## config.mk

```make
export PLATFORM = sky130hd
export DESIGN_NAME = wr_ptr_full
export DESIGN_NICKNAME = d
export VERILOG_FILES = /design/src/rtl/wr_ptr_full.sv
export SDC_FILE = /design/constraint.sdc
export NUM_CORES = 1
export LEC_CHECK = 0
export BUFFER_PORTS_ARGS = -buffer_cell sky130_fd_sc_hd__buf_2
export CORE_MARGIN = 2
export CORE_UTILIZATION = 40
export DETAILED_ROUTE_END_ITERATION = 10
export SYNTH_ARGS = -nofsm -noshare
export SYNTH_HDL_FRONTEND = slang
export SYNTH_SLANG_ARGS = --single-unit
```

## constraint.sdc

```tcl
create_clock -name clk -period 2.8 [get_ports clk]
set_input_delay 0.14 -clock clk [delete_from_list [all_inputs] [get_ports clk]]
set_output_delay 0.14 -clock clk [all_outputs]
set_load 0.005 [all_outputs]
```

## src/rtl/wr_ptr_full.sv

```systemverilog
// wr_ptr_full: write-side pointer and flag generator for an async FIFO,
// living entirely in the write clock domain.
//
// The FIFO depth is 2^(WIDTH-1). Both pointers carry one extra wrap bit so
// that full and empty can be told apart.
//
// Ports:
//   clk          write-domain clock
//   rst          asynchronous active-high reset
//   clr          synchronous clear (same targets as rst)
//   en           write request
//   rd_gray      read-side Gray pointer (asynchronous to clk)
//   wr_addr      RAM write address (low WIDTH-1 bits of cnt_bin)
//   cnt_bin      binary write pointer
//   cnt_gray     Gray write pointer, sent to the read domain
//   wr_level     registered fill level as seen from the write side
//   wr_ack       one-cycle pulse for each accepted write
//   almost_full  registered, level >= AF_LEVEL
//   full         registered full flag
//   overflow     sticky, write attempted while full
module wr_ptr_full #(
  parameter int WIDTH       = 4,
  parameter int SYNC_STAGES = 2,
  parameter int AF_LEVEL    = 6
) (
  input  logic             clk,
  input  logic             rst,
  input  logic             clr,
  input  logic             en,
  input  logic [WIDTH-1:0] rd_gray,
  output logic [WIDTH-2:0] wr_addr,
  output logic [WIDTH-1:0] cnt_bin,
  output logic [WIDTH-1:0] cnt_gray,
  output logic [WIDTH-1:0] wr_level,
  output logic             wr_ack,
  output logic             almost_full,
  output logic             full,
  output logic             overflow
);

  localparam logic [WIDTH-1:0] AF_THR = WIDTH'(AF_LEVEL);

  logic [WIDTH-1:0] cnt_bin_q,  cnt_bin_d;
  logic [WIDTH-1:0] cnt_gray_q, cnt_gray_d;
  logic [WIDTH-1:0] wr_level_q, wr_level_d;
  logic             wr_ack_q,   wr_ack_d;
  logic             af_q,       af_d;
  logic             full_q,     full_d;
  logic             ovf_q,      ovf_d;
  logic [WIDTH-1:0] sync_q [SYNC_STAGES];
  logic [WIDTH-1:0] sync_d [SYNC_STAGES];

  logic             acc;
  logic [WIDTH-1:0] bin_nxt;
  logic [WIDTH-1:0] gray_nxt;
  logic [WIDTH-1:0] s;
  logic [WIDTH-1:0] rbin;
  logic [WIDTH-1:0] lvl_nxt;

  always_comb begin
    acc      = en & ~full_q;
    bin_nxt  = cnt_bin_q + WIDTH'(acc);
    gray_nxt = (bin_nxt >> 1) ^ bin_nxt;

    s = sync_q[SYNC_STAGES-1];
    // Gray-to-binary: bit i is the XOR of all Gray bits from i up to the MSB.
    rbin = '0;
    for (int unsigned i = 0; i < WIDTH; i++) begin
      rbin[i] = ^(s >> i);
    end

    lvl_nxt = bin_nxt - rbin;

    sync_d[0] = rd_gray;
    for (int unsigned i = 1; i < SYNC_STAGES; i++) begin
      sync_d[i] = sync_q[i-1];
    end

    cnt_bin_d  = bin_nxt;
    cnt_gray_d = gray_nxt;
    // Full when the next write pointer equals the read pointer with the two
    // top Gray bits inverted (one full lap ahead).
    full_d     = (gray_nxt == {~s[WIDTH-1:WIDTH-2], s[WIDTH-3:0]});
    wr_level_d = lvl_nxt;
    af_d       = (lvl_nxt >= AF_THR);
    wr_ack_d   = acc;
    ovf_d      = ovf_q | (en & full_q);

    if (clr) begin
      cnt_bin_d  = '0;
      cnt_gray_d = '0;
      full_d     = 1'b0;
      wr_level_d = '0;
      af_d       = 1'b0;
      wr_ack_d   = 1'b0;
      ovf_d      = 1'b0;
      for (int unsigned i = 0; i < SYNC_STAGES; i++) begin
        sync_d[i] = '0;
      end
    end
  end

  always_ff @(posedge clk or posedge rst) begin
    if (rst) begin
      cnt_bin_q  <= '0;
      cnt_gray_q <= '0;
      wr_level_q <= '0;
      wr_ack_q   <= 1'b0;
      af_q       <= 1'b0;
      full_q     <= 1'b0;
      ovf_q      <= 1'b0;
      for (int unsigned i = 0; i < SYNC_STAGES; i++) begin
        sync_q[i] <= '0;
      end
    end else begin
      cnt_bin_q  <= cnt_bin_d;
      cnt_gray_q <= cnt_gray_d;
      wr_level_q <= wr_level_d;
      wr_ack_q   <= wr_ack_d;
      af_q       <= af_d;
      full_q     <= full_d;
      ovf_q      <= ovf_d;
      for (int unsigned i = 0; i < SYNC_STAGES; i++) begin
        sync_q[i] <= sync_d[i];
      end
    end
  end

  assign wr_addr     = cnt_bin_q[WIDTH-2:0];
  assign cnt_bin     = cnt_bin_q;
  assign cnt_gray    = cnt_gray_q;
  assign wr_level    = wr_level_q;
  assign wr_ack      = wr_ack_q;
  assign almost_full = af_q;
  assign full        = full_q;
  assign overflow    = ovf_q;

endmodule

```

==> results.sh, run 1 <==
export IMPL_outcome="finished with violations"
export IMPL_violations="negative hold slack"
export IMPL_die_y_um=54.86
export IMPL_cts_setup_buffers=0
export IMPL_clk_pin_slew_ps=120
export IMPL_core_area_mm2=0.002455
export IMPL_start_util_pct=42.15
export IMPL_grt_pass1_vias=637
export IMPL_grt_max_degree=24
export IMPL_netlist_area_leader_share_pct=55.62
export IMPL_cts_root_buf="clkbuf_4"
export IMPL_switching_share_pct=26.27
export IMPL_gp_congestion=0.7303
export IMPL_max_freq_ghz=0.4353
export IMPL_layout_drive_gt1_share_pct=29.09
export IMPL_vias_per_cell=4.679
export IMPL_drv_slew=0
export IMPL_final_nets=125
export IMPL_slowest_delay_ps=410
export IMPL_cts_resized=0
export IMPL_setup_viol=0
export IMPL_first_pass_iters=2
export IMPL_crit_chain="xnor2_1 > xor2_1 > xnor2_1 > ha_1 > fa_1 > xor2_1 > or2_2 > a31oi_1"
export IMPL_avgSynthCellArea_um2=12.03
export IMPL_clk_latency_ps=310
export IMPL_synth_cell_types=20
export IMPL_routed_wl_um=1506
export IMPL_n_antenna_cell=0
export IMPL_maxCapViolCount=0
export IMPL_hold_path_class="input pin to asynchronous set/reset pin"
export IMPL_synth_edf_count=0
export IMPL_place_ws_ps=512.8
export IMPL_clockPowerShare_pct=22.9
export IMPL_drcViolationCount=0
export IMPL_cp_top_family="XOR/XNOR gates"
export IMPL_worstReg2RegStart="s[3]$_DFF_PP0_"
export IMPL_worst_setup_path_end_kind="flop"
export IMPL_grt_usage_pct=12.83
export IMPL_layout_setup_ws_ps=502.8
export IMPL_fin_tns_setup_ps=0
export IMPL_cts_tree="built"
export IMPL_hpwlAfterDp_um=1146
export IMPL_async_reset_ff_share_pct=100.0
export IMPL_hold_viol_final=23
export IMPL_cts_made_buffers=3
export IMPL_hold_slack_ps=-31.51
export IMPL_comb_power_share_pct=20.6
export IMPL_r2r_end="almost_full$_DFF_PP0_"
export IMPL_htree_levels=1
export IMPL_syn_inst=86
export IMPL_overflow=0
export IMPL_leakage_nw=0.6416
export IMPL_critPathLaunch="s[3]$_DFF_PP0_"
export IMPL_io_buffers=26
export IMPL_ir_drop_mv=0.2496
export IMPL_wl_per_cell_um=10.76
export IMPL_ys_warn_count=0
export IMPL_period_needed_ps=2297
export IMPL_start_kind="flop"
export IMPL_die_width_um=54.86
export IMPL_boundaryPins=27
export IMPL_worstPathRequired_ps=3040
export IMPL_p_sw_uw=171.1
export IMPL_cts_buffer_depth=2
export IMPL_drt_initial_drc_count=3
export IMPL_antenna_found_initial=0
export IMPL_p_int_uw=480.2
export IMPL_vias=655
export IMPL_critical_path_slowest_cell="dfrtp_1"
export IMPL_reg2reg_depth=8
export IMPL_clock_sinks=23
export IMPL_synthTopCellsByArea="dfrtp_1 56%, nor2b_1 7.3%, xnor2_1 6.8%"
export IMPL_critPathCapture="almost_full$_DFF_PP0_"
export IMPL_cp_max_fo=3
export IMPL_finClkSkew_ps=5.072
export IMPL_die_area_mm2=0.003010
export IMPL_yosysMostFrequentCell="dfrtp_1"
export IMPL_syn_nets=100
export IMPL_crit_type="flop to flop"
export IMPL_ys_flop_type="dfrtp_1"
export IMPL_rsz0062_at_grt="false"
export IMPL_worstMarginPinSlew_ps=817.1
export IMPL_area_delta_synth_final_pct=15.11
export IMPL_synth_top_cell_by_area="dfrtp_1"
export IMPL_p_seq_share_pct=56.5
export IMPL_ant_nets=0
export IMPL_syn_area_mm2=0.001035
export IMPL_synth_seq_cells=23
export IMPL_grt_pass1_wl_um=2635
export IMPL_rrSetupSlack_ps=500
export IMPL_rows=18
export IMPL_cp_num_buf_inv=0
export IMPL_period_share_pct=82.04
export IMPL_cp_arrival_ps=2540
export IMPL_holdBufCountCts=0
export IMPL_slew_headroom_pct=45.46
export IMPL_ys_seq_area_share_pct=55.62
export IMPL_synth_commonest_cells="23 x dfrtp_1, 12 x nor2b_1, 11 x nor2_1, 8 x xnor2_1"
export IMPL_cp_depth=8
export IMPL_power_density_mw_per_mm2=546.8
[how the worst min path moves through the flow]
| stage | depth (start not counted) | slack [ps] | end |
|---|---|---|---|
| floorplan | 1 | 140 | almost_full$_DFF_PP0_ |
| global placement | 2 | 350 | s[1]$_DFF_PP0_ |
| detailed placement | 2 | 360 | sync_q[5]$_DFF_PP0_ |
| CTS | 2 | 4 | sync_q[7]$_DFF_PP0_ |
| global route | 2 | 30 | sync_q[7]$_DFF_PP0_ |
| finish | 2 | -30 | sync_q[7]$_DFF_PP0_ |
[area by class of cell]
class                      count  area, µm²
multi-input combinational     53      406.6
tap                           30      37.54
clock buffer                   4      26.28
timing repair buffer          26      130.1
fill                         230       1264
inverter                       4      15.01
sequential                    23      575.6
[cells in the final DEF (no fill, tap or decap)]
master,netlist,final
ha_1,5,5
nor2b_1,12,12
nor2_1,11,11
a31oi_1,1,1
a21boi_0,1,1
a21oi_1,2,2
o21ai_0,1,1
clkbuf_1,2,1
buf_2,0,26
inv_1,4,4
or2_2,1,1
and4_2,1,1
dfrtp_1,23,23
xor2_1,5,5
and3_4,1,1
or3_1,1,1
clkbuf_4,0,3
o21a_1,1,1
fa_1,1,1
xor3_1,1,1
xnor2_1,8,8
[worst reg2reg max path, delay by kind of cell, from the launching register on]
family                     cells  cell delay [ps]
AOI/OAI and AO/OA              1              120
xor gates and xnor gates       4              820
adders and majority gates      2              600
DFF                            1              410
and+or+nand+nor                1              280
[power groups by stage]
stage | Combinational [mW] | Sequential [mW] | Clock (mW)
after global placement | 0.137 | 0.374 | 0
after floorplan | 0.0917 | 0.378 | 0
after CTS | 0.139 | 0.369 | 0.158
final | 0.134 | 0.368 | 0.149
after detailed placement | 0.138 | 0.375 | 0
after global routing | 0.158 | 0.372 | 0.168
[layer usage]
metal / vias up / GRT usage, % / routed length (µm)
li1: 317 / - / -
met1: 317 / 15.03 / 651
met2: 17 / 21.03 / 755
met3: 4 / 2.459 / 62
met4: 0 / 8.750 / 36
met5: - / 0 / 0
[registers in the layout, indices dropped and copies added (netlist names)]
signal       cells
almost_full      1
cnt_bin          4
cnt_gray         3
full             1
overflow         1
s                4
sync_q           4
wr_ack           1
wr_level         4
[stage by stage]
step / std cells / hold slack (ps) / utilization [%] / area (µm²) / power, mW
after global placement: 136 / 345.7 / 47.45 / 1165 / 0.5115
after CTS: 140 / 4.029 / 48.52 / 1191 / 0.6649
after global routing: 140 / 27.62 / 48.52 / 1191 / 0.6983
after detailed placement: 136 / 356.6 / 47.45 / 1165 / 0.5129
after floorplan: 86 / 141.9 / - / 1035 / 0.4700
final: 140 / -31.51 / 48.52 / 1191 / 0.6513
[cells by family (layout without fill, tap and decap cells)]
family	after synthesis	after routing	share of synthesized area, %
AO/OA/AOI/OAI	6	6	3.507
XOR/XNOR	14	14	13.30
adder cells (fa/ha/maj)	6	6	7.981
buffers and inverters	10	34	5.079
flip-flops	23	23	55.62
AND/OR/NAND/NOR	27	27	14.51
No activity file was read; power rests on OpenSTA's default activity.
==> run 2, diff against run 1 <==
- ABC_AREA: default -> 1
- clock period: 2.8 -> 2.2 ns (I/O delays scaled with it)
==> results.sh, run 2 <==
export IMPL_cp_num_buf_inv=1
export IMPL_yosys_area_share_xor_xnor_pct=4.376
export IMPL_synth_top_cell_by_area="dfrtp_1"
export IMPL_syn_inst=135
export IMPL_yosys_area_share_simple_pct=26.25
export IMPL_fin_util_pct=51.06
export IMPL_grt_pass1_vias=884
export IMPL_die_area_mm2=0.003380
export IMPL_crit_chain="nor2_1 > ha_2 > ha_2 > inv_1 > nand2_1 > nand2_2 > ha_4 > a21oi_1 > nor2b_1 > nand3_1 > nand3_1 > nand2_1"
export IMPL_switching_share_pct=29.48
export IMPL_leakage_nw=0.7988
export IMPL_netlist_area_leader_share_pct=49.09
export IMPL_synth_compound_area_share_pct=2.561
export IMPL_die_y_um=58.14
export IMPL_io_buffers=26
export IMPL_synth_cell_types=23
export IMPL_most_common_layout_cells="26 x buf_2, 23 x dfrtp_1, 22 x inv_1, 22 x nand2_1, 19 x nor2_1"
export IMPL_critical_path_slowest_cell="dfrtp_1"
export IMPL_first_pass_iters=4
export IMPL_slowest_delay_ps=420
export IMPL_drt_initial_drc_count=10
export IMPL_ys_flop_type="dfrtp_1"
export IMPL_grt_pass1_wl_um=3636
export IMPL_p_int_uw=620.8
export IMPL_worstPathRequired_ps=2420
export IMPL_syn_nets=149
export IMPL_async_reset_ff_share_pct=100.0
export IMPL_ys_warn_count=0
export IMPL_comb_power_share_pct=24.0
export IMPL_synthTopCellsByArea="dfrtp_1 49%, inv_1 7.0%, nand2_1 7.0%"
export IMPL_cp_max_fo=3
export IMPL_maxCapViolCount=0
export IMPL_routed_wl_um=2102
export IMPL_synth_adder_area_share_pct=7.044
export IMPL_wl_per_cell_um=10.62
export IMPL_boundaryPins=27
export IMPL_hold_path_class="input pin to flop"
export IMPL_syn_area_mm2=0.001172
export IMPL_setup_viol=0
export IMPL_cp_arrival_ps=2230
export IMPL_rows=19
export IMPL_overflow=0
export IMPL_vias=915
export IMPL_final_nets=182
export IMPL_crit_type="flop to flop"
export IMPL_yosysMostFrequentCell="dfrtp_1"
export IMPL_max_freq_ghz=0.4965
export IMPL_grt_usage_pct=14.08
export IMPL_worst_setup_path_end_kind="flop"
export IMPL_p_sw_uw=259.5
export IMPL_finClkSkew_ps=0.6686
export IMPL_htree_levels=1
export IMPL_start_util_pct=42.15
export IMPL_clockPowerShare_pct=22.2
export IMPL_synth_edf_count=0
export IMPL_n_antenna_cell=0
export IMPL_vias_per_cell=4.621
export IMPL_die_width_um=58.14
export IMPL_final_common_cell="buf_2"
export IMPL_hold_viol_final=0
export IMPL_layout_drive_gt1_share_pct=29.94
export IMPL_hpwlAfterDp_um=1517
export IMPL_cp_top_family="simple AND/OR/NAND/NOR gates"
export IMPL_worstMarginPinSlew_ps=828.0
export IMPL_cts_buffer_depth=2
export IMPL_clk_latency_ps=310
export IMPL_cts_root_buf="clkbuf_4"
export IMPL_ant_nets=0
export IMPL_ir_drop_mv=0.5342
export IMPL_start_kind="flop"
export IMPL_clock_sinks=23
export IMPL_fin_tns_setup_ps=0
export IMPL_ys_seq_area_share_pct=49.09
export IMPL_drv_slew=0
export IMPL_drcViolationCount=0
export IMPL_slew_headroom_pct=44.74
export IMPL_period_needed_ps=2014
export IMPL_clk_pin_slew_ps=120
export IMPL_power_density_mw_per_mm2=619.9
export IMPL_core_area_mm2=0.002781
export IMPL_outcome="completed"
export IMPL_power_uw=880.4
export IMPL_synth_mux_area_share_pct=0
export IMPL_synth_top_family_by_area="simple AND/OR/NAND/NOR gates"
export IMPL_synth_commonest_cells="23 x dfrtp_1, 22 x inv_1, 22 x nand2_1, 19 x nor2_1, 9 x nand2_2"
export IMPL_period_share_pct=91.55
export IMPL_antenna_found_initial=0
export IMPL_p_seq_share_pct=53.7
export IMPL_cts_made_buffers=3
export IMPL_cts_tree="built"
export IMPL_avgSynthCellArea_um2=8.684
export IMPL_gp_congestion=0.8468
export IMPL_grt_max_degree=24
export IMPL_synth_seq_cells=23
export IMPL_rsz0062_at_grt="false"
export IMPL_area_delta_synth_final_pct=21.13
[run 2: worst reg2reg max path, cell delays in order (launching register included)]
cell     delay (ps)
dfrtp_1         420
nor2_1          120
ha_2            190
ha_2            190
inv_1            50
nand2_1          70
nand2_2          90
ha_4            260
a21oi_1         150
nor2b_1         140
nand3_1          80
nand3_1         110
nand2_1          50
[run 2: area by class of cell]
cell class / count / area [µm²]
clock buffers: 3 / 22.52
multi-input cells: 83 / 489.2
fillers: 276 / 1361
repair buffers: 34 / 202.7
inverters: 23 / 86.33
clock inverters: 1 / 5.005
well taps: 31 / 38.79
flip-flops and latches: 23 / 575.6
[run 2: through the flow]
| stage | worst slack, ps | instance area (µm²) | std cells | hold slack [ps] |
|---|---|---|---|---|
| finish | 185.9 | 1420 | 198 | 32.44 |
| global route | 22.70 | 1420 | 198 | 24.99 |
| CTS | 88.78 | 1395 | 197 | 26.74 |
| detailed placement | 107.6 | 1318 | 188 | 317.9 |
| global placement | 142.1 | 1318 | 188 | 315.2 |
| floorplan | 173.3 | 1172 | 135 | 111.9 |
[run 2: power by group through the flow]
stage | Sequential, mW | Combinational [mW] | Clock, mW
after floorplan | 0.486 | 0.132 | 0
after global placement | 0.481 | 0.201 | 0
after detailed placement | 0.482 | 0.205 | 0
after CTS | 0.473 | 0.212 | 0.207
after global routing | 0.477 | 0.248 | 0.227
final | 0.473 | 0.212 | 0.196
[run 2: path summary, 6_finish.rpt]
check,start,endpoint,slack [ps],depth (start not counted)
hold / removal,en,wr_ack$_DFF_PP0_,30,3
max in group asynchronous,rst,full$_DFF_PP0_,1200,3
min in group asynchronous,rst,s[0]$_DFF_PP0_,500,3
setup / recovery,full$_DFF_PP0_,almost_full$_DFF_PP0_,190,12
setup reg to reg,full$_DFF_PP0_,almost_full$_DFF_PP0_,190,12
hold reg to reg,full$_DFF_PP0_,wr_ack$_DFF_PP0_,470,1
[run 2: logic make-up (layout without fill, tap and decap cells)]
kind of cell             after synthesis  count (layout)
XOR/XNOR                               5               5
buffers and inverters                 29              61
flip-flops                            23              23
AO/OA/AOI/OAI                          6               6
adder cells (fa/ha/maj)                6               6
AND/OR/NAND/NOR                       66              66
[run 2: layer usage]
layer / GRT usage [%] / wire [µm] / up-vias
li1: - / - / 470
met4: 2.990 / 13 / 0
met5: 0 / 0 / -
met3: 4.688 / 93 / 2
met2: 25.32 / 1055 / 22
met1: 16.22 / 939 / 421
[run 2: what timing repair did]
action / CTS / global route
setup buffers: 0 / 1
setup endpoints to repair: 0 / 2
hold buffers: 5 / 0
endpoints found under the hold margin: 27 / 0
resized for setup: 0 / 3
